**src/rtl/stopwatch_buttons_pkg.sv**
```systemverilog
// Shared definitions for the stopwatch button control stage.
//   state_t            : controller state, also exported on STATE for LEDs
//   DEB_BITS_DEFAULT   : default debounce counter width (shared with the
//                        counter stage prescaler)
//   SYNC_STAGES_DEFAULT: default synchroniser depth per button
package stopwatch_buttons_pkg;

  typedef enum logic [1:0] {
    ST_IDLE = 2'b00,
    ST_RUN  = 2'b01,
    ST_STOP = 2'b10
  } state_t;

  localparam int unsigned DEB_BITS_DEFAULT    = 15;
  localparam int unsigned SYNC_STAGES_DEFAULT = 2;

  // Cycles from a clean button edge (held steady) to the STATE/CE/CLR update.
  function automatic int unsigned press_latency(input int unsigned deb_bits,
                                                input int unsigned sync_stages);
    return sync_stages + (32'd1 << deb_bits) + 1;
  endfunction

endpackage

```
**src/rtl/stopwatch_buttons_if.sv**
```systemverilog
// Button / counter-stage signal group of the stopwatch control stage.
//   BTN_START : raw start/stop button, active high, asynchronous
//   BTN_CLEAR : raw clear button, active high, asynchronous
//   CE        : count enable to the counter stage
//   CLR       : clear to the counter stage, active high
//   STATE     : current controller state (00 IDLE, 01 RUN, 10 STOP)
// master drives the buttons and observes the outputs; slave is the
// control stage itself.
interface stopwatch_buttons_if;
  logic       BTN_START;
  logic       BTN_CLEAR;
  logic       CE;
  logic       CLR;
  logic [1:0] STATE;

  modport master (
    output BTN_START,
    output BTN_CLEAR,
    input  CE,
    input  CLR,
    input  STATE
  );

  modport slave (
    input  BTN_START,
    input  BTN_CLEAR,
    output CE,
    output CLR,
    output STATE
  );
endinterface

```
**src/rtl/stopwatch_buttons_debounce.sv**
```systemverilog
// button_debounce: synchronises one raw push-button, debounces it and emits
// a single-cycle press pulse on each accepted rising level.
//   C     : clock, posedge
//   CLR_N : asynchronous active-low reset
//   raw   : raw asynchronous button input, active high
//   press : registered one-cycle pulse when the debounced level rises
// The synchronised level must differ from the accepted level for
// 2**DEB_BITS consecutive cycles before it is accepted; any return to the
// accepted level restarts the window.
module button_debounce
  import stopwatch_buttons_pkg::*;
#(
  parameter int unsigned DEB_BITS    = DEB_BITS_DEFAULT,
  parameter int unsigned SYNC_STAGES = SYNC_STAGES_DEFAULT
) (
  input  logic C,
  input  logic CLR_N,
  input  logic raw,
  output logic press
);

  logic [SYNC_STAGES-1:0] sync_q;
  logic [DEB_BITS-1:0]    cnt_q;
  logic [DEB_BITS-1:0]    cnt_d;
  logic                   stable_q;
  logic                   stable_d;
  logic                   sync;

  assign sync = sync_q[SYNC_STAGES-1];

  always_ff @(posedge C or negedge CLR_N) begin
    if (!CLR_N) begin
      sync_q <= '0;
    end else begin
      sync_q <= {sync_q[SYNC_STAGES-2:0], raw};
    end
  end

  always_comb begin
    stable_d = stable_q;
    cnt_d    = '0;
    if (sync != stable_q) begin
      if (cnt_q == '1) begin
        stable_d = sync;
      end else begin
        cnt_d = cnt_q + 1'b1;
      end
    end
  end

  // press is taken from stable_d so the pulse lands on the same edge the
  // new level is accepted, rather than one cycle later.
  always_ff @(posedge C or negedge CLR_N) begin
    if (!CLR_N) begin
      cnt_q    <= '0;
      stable_q <= 1'b0;
      press    <= 1'b0;
    end else begin
      cnt_q    <= cnt_d;
      stable_q <= stable_d;
      press    <= stable_d & ~stable_q;
    end
  end

endmodule

```
**src/rtl/stopwatch_buttons.sv**
```systemverilog
// stopwatch_buttons: run/stop/clear controller ahead of the two-digit BCD
// stopwatch counter stage.
//   C     : clock, posedge
//   CLR_N : asynchronous active-low reset
//   io    : slave side of stopwatch_buttons_if
//           (BTN_START, BTN_CLEAR in; CE, CLR, STATE out)
// CE is high exactly while in RUN. CLR is held high during reset and
// pulses for one cycle whenever a clear press returns the controller to
// IDLE. Clear is ignored in RUN; a simultaneous start+clear is resolved as
// clear from IDLE/STOP and as start from RUN.
module stopwatch_buttons
  import stopwatch_buttons_pkg::*;
#(
  parameter int unsigned DEB_BITS    = DEB_BITS_DEFAULT,
  parameter int unsigned SYNC_STAGES = SYNC_STAGES_DEFAULT
) (
  input  logic                C,
  input  logic                CLR_N,
  stopwatch_buttons_if.slave  io
);

  logic   start_p;
  logic   clear_p;
  state_t state_q;
  state_t state_d;
  logic   ce_q;
  logic   ce_d;
  logic   clr_q;
  logic   clr_d;

  button_debounce #(
    .DEB_BITS    (DEB_BITS),
    .SYNC_STAGES (SYNC_STAGES)
  ) u_deb_start (
    .C     (C),
    .CLR_N (CLR_N),
    .raw   (io.BTN_START),
    .press (start_p)
  );

  button_debounce #(
    .DEB_BITS    (DEB_BITS),
    .SYNC_STAGES (SYNC_STAGES)
  ) u_deb_clear (
    .C     (C),
    .CLR_N (CLR_N),
    .raw   (io.BTN_CLEAR),
    .press (clear_p)
  );

  always_comb begin
    state_d = state_q;
    clr_d   = 1'b0;
    unique case (state_q)
      ST_IDLE: begin
        if (clear_p) begin
          state_d = ST_IDLE;
          clr_d   = 1'b1;
        end else if (start_p) begin
          state_d = ST_RUN;
        end
      end
      ST_RUN: begin
        if (start_p) begin
          state_d = ST_STOP;
        end
      end
      ST_STOP: begin
        if (clear_p) begin
          state_d = ST_IDLE;
          clr_d   = 1'b1;
        end else if (start_p) begin
          state_d = ST_RUN;
        end
      end
      default: begin
        state_d = ST_IDLE;
      end
    endcase
    // Decoding from state_d keeps CE registered yet aligned with STATE.
    ce_d = (state_d == ST_RUN);
  end

  // CLR resets to 1 so the counter stage stays cleared during system reset.
  always_ff @(posedge C or negedge CLR_N) begin
    if (!CLR_N) begin
      state_q <= ST_IDLE;
      ce_q    <= 1'b0;
      clr_q   <= 1'b1;
    end else begin
      state_q <= state_d;
      ce_q    <= ce_d;
      clr_q   <= clr_d;
    end
  end

  assign io.STATE = state_q;
  assign io.CE    = ce_q;
  assign io.CLR   = clr_q;

endmodule

```
**src/flat_wrapper.sv**
```systemverilog
// flat-port wrapper written by rule: the top's interface ports become plain ports
module stopwatch_buttons_flat import stopwatch_buttons_pkg::*;
#(
  parameter int unsigned DEB_BITS    = DEB_BITS_DEFAULT,
  parameter int unsigned SYNC_STAGES = SYNC_STAGES_DEFAULT
)
  (C, CLR_N, io_BTN_START, io_BTN_CLEAR, io_CE, io_CLR, io_STATE);
  stopwatch_buttons_if io_i ();
  input  logic C;
  input  logic CLR_N;
  input wire logic [$bits(io_i.BTN_START)-1:0] io_BTN_START;
  input wire logic [$bits(io_i.BTN_CLEAR)-1:0] io_BTN_CLEAR;
  output wire logic [$bits(io_i.CE)-1:0] io_CE;
  output wire logic [$bits(io_i.CLR)-1:0] io_CLR;
  output wire logic [$bits(io_i.STATE)-1:0] io_STATE;
  assign io_i.BTN_START = io_BTN_START;
  assign io_i.BTN_CLEAR = io_BTN_CLEAR;
  assign io_CE = io_i.CE;
  assign io_CLR = io_i.CLR;
  assign io_STATE = io_i.STATE;
  stopwatch_buttons #(.DEB_BITS(DEB_BITS), .SYNC_STAGES(SYNC_STAGES)) u_core (.C(C), .CLR_N(CLR_N), .io(io_i));
endmodule
```
**config.mk**
```make
export PLATFORM = sky130hd
export DESIGN_NAME = stopwatch_buttons_flat
export DESIGN_NICKNAME = d
export VERILOG_FILES = /design/src/rtl/stopwatch_buttons_pkg.sv /design/src/rtl/stopwatch_buttons_if.sv /design/src/rtl/stopwatch_buttons_debounce.sv /design/src/rtl/stopwatch_buttons.sv /design/src/flat_wrapper.sv
export SDC_FILE = /design/constraint.sdc
export NUM_CORES = 1
export LEC_CHECK = 0
export CORE_MARGIN = 4
export CORE_UTILIZATION = 31
export DETAILED_ROUTE_END_ITERATION = 16
export HOLD_SLACK_MARGIN = 0.05
export PLACE_DENSITY = 0.48
export SLEW_MARGIN = 20
export SYNTH_ARGS = -nofsm -noshare
export SYNTH_HDL_FRONTEND = slang
export SYNTH_SLANG_ARGS = --single-unit
export TNS_END_PERCENT = 10
```
**constraint.sdc**
```tcl
create_clock -name C -period 2.1 [get_ports C]
set_input_delay 0.21 -clock C [delete_from_list [all_inputs] [get_ports C]]
set_output_delay 0.21 -clock C [all_outputs]
set_load 0.1 [all_outputs]
```
# Word level (Yosys, flattened, before mapping)
# Cells that the tools add are included.
[word_totals] in_bits=4 regBits=42 word_cells=40 output_inout_bits=4
[classes] mux=14 add_sub_neg=2 reduce_logical=2 bitwise=4 eq_ne=7
[op_table] op="15-bit two-way mux" n=4
[op_table] op="15-bit by 1-bit adder with 15-bit output, second input constant" n=2
[op_table] op="15-bit == test, second input constant" n=2
[op_table] op="1-bit two-way mux" n=6
[op_table] op="2-bit two-way mux" n=3
[op_table] op="2-bit by 1-bit == test with 1-bit output, second input constant" n=2
[op_table] op="2-bit case mux with 2 select lines" n=1
[op_table] op="1-bit AND" n=2
[op_table] op="2-bit == test, second input constant" n=1
[op_table] op="2-bit zero test" n=1
[op_table] op="1-bit != test" n=2
[op_table] op="1-bit inverter" n=2
[op_table] op="2-bit OR reduction" n=1

# Longest topological paths before layout
# Gate-level depths: netlist of the first run.
[depth] ltp_word=4 ltp_mapped=6 mapped_depth_nobuf=5

# By module
# Synthesis of the first run repeated with hierarchy kept, for this count alone.
[hier_totals] cells_unflattened=171 hier_area_um2=1938.1
[modules_own_cells] module="button_debounce" cells_per_inst=80 instances=2 area_each_um2=887.1 seq_area_each_um2=475.5
[modules_own_cells] module="stopwatch_buttons" cells_per_inst=11 instances=1 area_each_um2=163.9 seq_area_each_um2=101.3

# Worst setup path after synthesis of the first run
# Ideal clock, no wire load.
[synth_timing] kind="flip-flop to flip-flop" start="reg u_core.u_deb_start.cnt_q[0]" end="reg u_core.u_deb_start.stable_q" arrival_time_ns=1.555 setup_ns=0.125 stages_incl_launch_ff=5 n_path_buf=0 synth_period_minus_slack_ns=1.680 required_ns=1.975 slack_ns=0.420 path_cell_list="dfrtp_1 > ha_1 > nand3_1 > or4_4 > mux2_4"
[synth_via] elab_chain_len=3
[synth_rtl] item="start: declaration" line="stopwatch_buttons_debounce.sv:23" source="logic [DEB_BITS-1:0] cnt_q;"
[synth_rtl] item="start signal: assignment" line="stopwatch_buttons_debounce.sv:59" source="cnt_q <= cnt_d;"
[synth_rtl] item="15-bit == test" line="stopwatch_buttons_debounce.sv:43" source="if (cnt_q == '1) begin"
[synth_rtl] item="1-bit two-way mux" line="stopwatch_buttons_debounce.sv:43"
[synth_rtl] item="1-bit two-way mux" line="stopwatch_buttons_debounce.sv:42" source="if (sync != stable_q) begin"
[synth_rtl] item="named net u_core.u_deb_start.stable_d" line="stopwatch_buttons_debounce.sv:26" source="logic stable_d;"
[synth_rtl] item="end signal: assignment" line="stopwatch_buttons_debounce.sv:60" source="stable_q <= stable_d;"
[synth_rtl] item="end: declaration" line="stopwatch_buttons_debounce.sv:25" source="logic stable_q;"
# The timed path passes the listed nets, and every way through them passes these cells.

# Worst setup path after layout of the first run
[layout_timing] start="reg u_core.u_deb_start.cnt_q[0]" end="reg u_core.u_deb_start.cnt_q[11]"
[layout_via] elab_chain_len=3 word_cells_on_any_way=4
[layout_rtl] item="15-bit by 1-bit adder with 15-bit output or 15-bit == test (tied branches)" line="stopwatch_buttons_debounce.sv:46, stopwatch_buttons_debounce.sv:43"
[layout_rtl] item="15-bit two-way mux (*)" line="stopwatch_buttons_debounce.sv:43"
[layout_rtl] item="15-bit two-way mux (*)" line="stopwatch_buttons_debounce.sv:42"
[layout_rtl] item="named net u_core.u_deb_start.cnt_d[11]" line="stopwatch_buttons_debounce.sv:24" source="logic [DEB_BITS-1:0] cnt_d;"
# The timed path passes the listed nets; every way through them passes the cells marked *.

==> results of run 1 <==
## per-layer routing
layer	wire [µm]	global-route usage, %
met4	72	5.61
met3	97	2.31
met5	0	0
met2	1530	16.5
met1	1420	11.6
## flip-flops by register name, summed over array words and instances, names as in the netlist
signal / count
u_core.u_deb_start.sync_q: 2
u_core.u_deb_clear.sync_q: 2
u_core.u_deb_clear.press: 1
u_core.u_deb_start.press: 1
u_core.io.CE: 1
u_core.u_deb_clear.cnt_q: 15
u_core.u_deb_start.cnt_q: 15
u_core.io.CLR: 1
u_core.u_deb_clear.stable_q: 1
u_core.io.STATE: 2
u_core.u_deb_start.stable_q: 1
## worst max-delay path, delay by kind of cell (launching register included)
| kind | cells | cell delay [ns] |
|---|---|---|
| fa+ha+maj | 1 | 0.21 |
| flops | 1 | 0.40 |
| simple gates | 4 | 1.11 |
## power groups by stage
| stage | clock [W] | sequential (W) | combinational [W] |
|---|---|---|---|
| after CTS | 0.000791 | 0.000833 | 0.0000540 |
| final | 0.000763 | 0.000833 | 0.0000509 |
| after global routing | 0.000829 | 0.000836 | 0.0000595 |
| after global placement | 0 | 0.000848 | 0.0000503 |
| after detailed placement | 0 | 0.000849 | 0.0000523 |
| after floorplan | 0 | 0.000847 | 0.0000286 |
## worst min-delay path by stage
stage                  from                            to  cells past startpoint  slack, ns
4_1_cts        io_BTN_START  u_core.u_deb_start.sync_q[0]                      1       0.34
3_5_place_dp          CLR_N   u_core.u_deb_clear.cnt_q[4]                      1       0.18
5_1_grt        io_BTN_CLEAR  u_core.u_deb_clear.sync_q[0]                      1       0.34
6_report       io_BTN_START  u_core.u_deb_start.sync_q[0]                      1       0.35
3_3_place_gp          CLR_N   u_core.u_deb_clear.cnt_q[4]                      1       0.17
2_1_floorplan         CLR_N                  u_core.io.CE                      0      -0.09
## layout by cell type, fill, tap and decap left out
cell	n
and3_1	2
buf_2	1
buf_4	5
bufinv_16	2
clkbuf_8	5
clkdlybuf4s50_1	2
clkinv_4	1
dfrtp_1	41
dfstp_2	1
dlygate4sd3_1	1
ha_1	2
inv_1	8
mux2_4	2
mux2i_1	1
nand2_1	6
nand2b_1	1
nand2b_2	2
nand3_1	9
nand3_2	2
nand3_4	1
nand4_1	4
nand4_2	1
nand4_4	1
nor2_1	35
nor2b_1	1
nor3_1	8
nor3b_1	2
nor4_1	6
o21ai_0	2
or4_4	2
xnor2_1	24
xor2_1	4
## logic make-up (layout without fill, tap and decap cells)
group / count (synthesis) / in the layout / share of synthesized area, %
flops: 42 / 42 / 56.0
fa+ha+maj: 2 / 2 / 1.33
simple gates: 83 / 83 / 24.1
mux: 3 / 3 / 2.13
xor+xnor: 28 / 28 / 13.1
compound gates: 2 / 2 / 0.533
buf+inv: 10 / 25 / 2.80
## area by class of cell
cell class	instances	area [µm²]	share of cell area, %
flip-flops and latches	42	1050	48.7
multi-input cells	118	773	35.8
well taps	75	93.8	4.35
repair buffers	9	72.6	3.36
clock buffers	5	68.8	3.19
clock inverters	3	68.8	3.19
inverters	8	30.0	1.39
## metrics by stage
stage | instances | worst slack [ns] | total power [W] | utilization, %
global placement | 251 | 0.323 | 0.000899 | 34.2
CTS | 260 | 0.260 | 0.00168 | 36.7
detailed placement | 251 | 0.265 | 0.000901 | 34.2
floorplan | 170 | 0.420 | 0.000876 | -
finish | 260 | 0.261 | 0.00165 | 36.7
global route | 260 | 0.145 | 0.00172 | 36.7
## synthesized netlist by cell type (all sizes together) (3+ instances only)
| library cell | instances |
|---|---|
| inv | 8 |
| nand2b | 3 |
| dfrtp | 41 |
| nor4 | 6 |
| nand3 | 12 |
| xor2 | 4 |
| xnor2 | 24 |
| nand2 | 6 |
| nor3 | 8 |
| nor2 | 35 |
| nand4 | 6 |
## repair_timing
| action | 4_1_cts | 5_1_grt |
|---|---|---|
| hold endpoints to repair | 18 | 0 |
| resized for setup | 0 | 0 |
| hold buffers | 1 | 0 |
==> results.md, run 1 <==
- Setup TNS: 0 ns
- Worst r2r path cells: 5
- Share of layout cells above drive strength 1: between 10 and 15%
- DRT Wirelength: between 3 and 4 mm
- Final hold violations: 0
- Critical Path End: u_core.u_deb_start.cnt_q[11]
- Diode count: 0
- Top cell type's share of synthesized area: 54.6%
- Leak Pwr: 0.889 nW
- Worst rel slew slack: 71.3%
- Filler cell count: 566
- Crit path launch: u_core.u_deb_start.cnt_q[0]
- Yosys warnings: 0
- Area Overhead vs Synth: 15.0%
- Net Sw Frac: around a fifth
- Combinational power share: 3.1%
- FP Rows: 28
- Largest net degree at the start of global routing: 24
- Post-synthesis sequential area ratio: 56.0%
- DR pass1 iterations: 4
- Worst-Skew Late Latency: 0.29 ns
- Syn_nets: 176
- Via count: 1192
- Reg2reg end: u_core.u_deb_start.cnt_q[11]
- Min Hold Slack: 0.348 ns
- Netlist cell types: 26
- Clock tree buffer depth: 2
- Placed instance area: 2010 µm²
- Die footprint: around 7400 µm²
- Design Area, Final: 2160 µm²
- Largest stage delay, worst path: 0.59 ns
- DRT iter0 DRCs: 60
- Number of synthesized register bits: 42
- Clock power share: between 40 and 50%
- CTS Sinks: 42
- Dpl hpwl: 2.19 mm
- Nets: between 150 and 200
- Result of the run: completed
- Dominant synthesized flop cell: dfrtp_1
- Kind of critical path: reg2reg
- Max stage delay cell, worst path: or4_4
- # Post-CTS Setup Buffers: 0
- Leading area contributor after synthesis: dfrtp_1
- H-tree levels: 2
- Aggregate global-route resource usage: 9.84%
- Syn avg cell area: 11.0 µm²
- Cell Chain, Critical Path: ha_1 > nand3_1 > or4_4 > nand2b_2 > nor2_1
- DIE HEIGHT: 85.8 µm
- Slew at the pin closest to its max-slew limit: approximately 0.43 ns
- Global-route wire length before repair: 5.62 mm
- Register clock-pin slew on the reported worst setup and hold paths: 0.08 ns
- P_int: 0.00132 W
- MaxCap Viol Count: 0
- Vias per Instance: 4.58
- Worst r2r src: u_core.u_deb_start.cnt_q[0]
- Tcrit/Tclk final: 87.6%
- Synthesized cell area: 1880 µm²
- TritonCTS Buffers: 5
- CTS Root Cell: clkbuf_8
- CP max FO: 12
- Critical path launch point type: register
- Seq pwr share: 50.6%
- Final Max Tran Viols: 0
- Starting density of the core: 31.9%
- Asr flop ratio synth: 100%
- Final Setup Violations: 0
- Register-to-Register Setup Slack: 0.26 ns
- Clock Skew: approximately 0.0074 ns
- Core ar.: ~6000 µm²
- CP Capture Type: register
- Sw Pwr: ~0.00033 W
- Crit path required time: roughly 2.3 ns
- DRC: 0
- IO buf count: 7
- I/O pins: 8
- Vias in the first global route: 1256
- Min cycle time layout: 1.84 ns
- Achievable Freq: 544 MHz
- Synth area leaders: dfrtp_1, xnor2_1, nor2_1
- Mapped Cells: 170
- P per Cell Area: between 700 and 800 nW/µm²
- Antenna viol nets, final: 0
- Die width: 85.8 µm
- Congestion Overflow GR: 0
- Initial antenna violation count: 0
- Arr. time, crit path: 2.02 ns
- Post-synth EDFFs: 0
- Worst hold path type: in2reg
- WL/cell: approximately 12 µm
- TritonCTS clock tree: yes
- Maximum vdd drop: 0.000260 V
- GPL Wtd Cong: 0.724
- Unrepaired setup endpoints after global routing: false
Power figures use the tool's default switching activity.
==> run 2: changes to the inputs <==
Settings changed: CTS_CLUSTER_SIZE set to 24.
==> results of run 2 <==
Same layout as run 1: the final DEF is identical, and so are final timing and power.
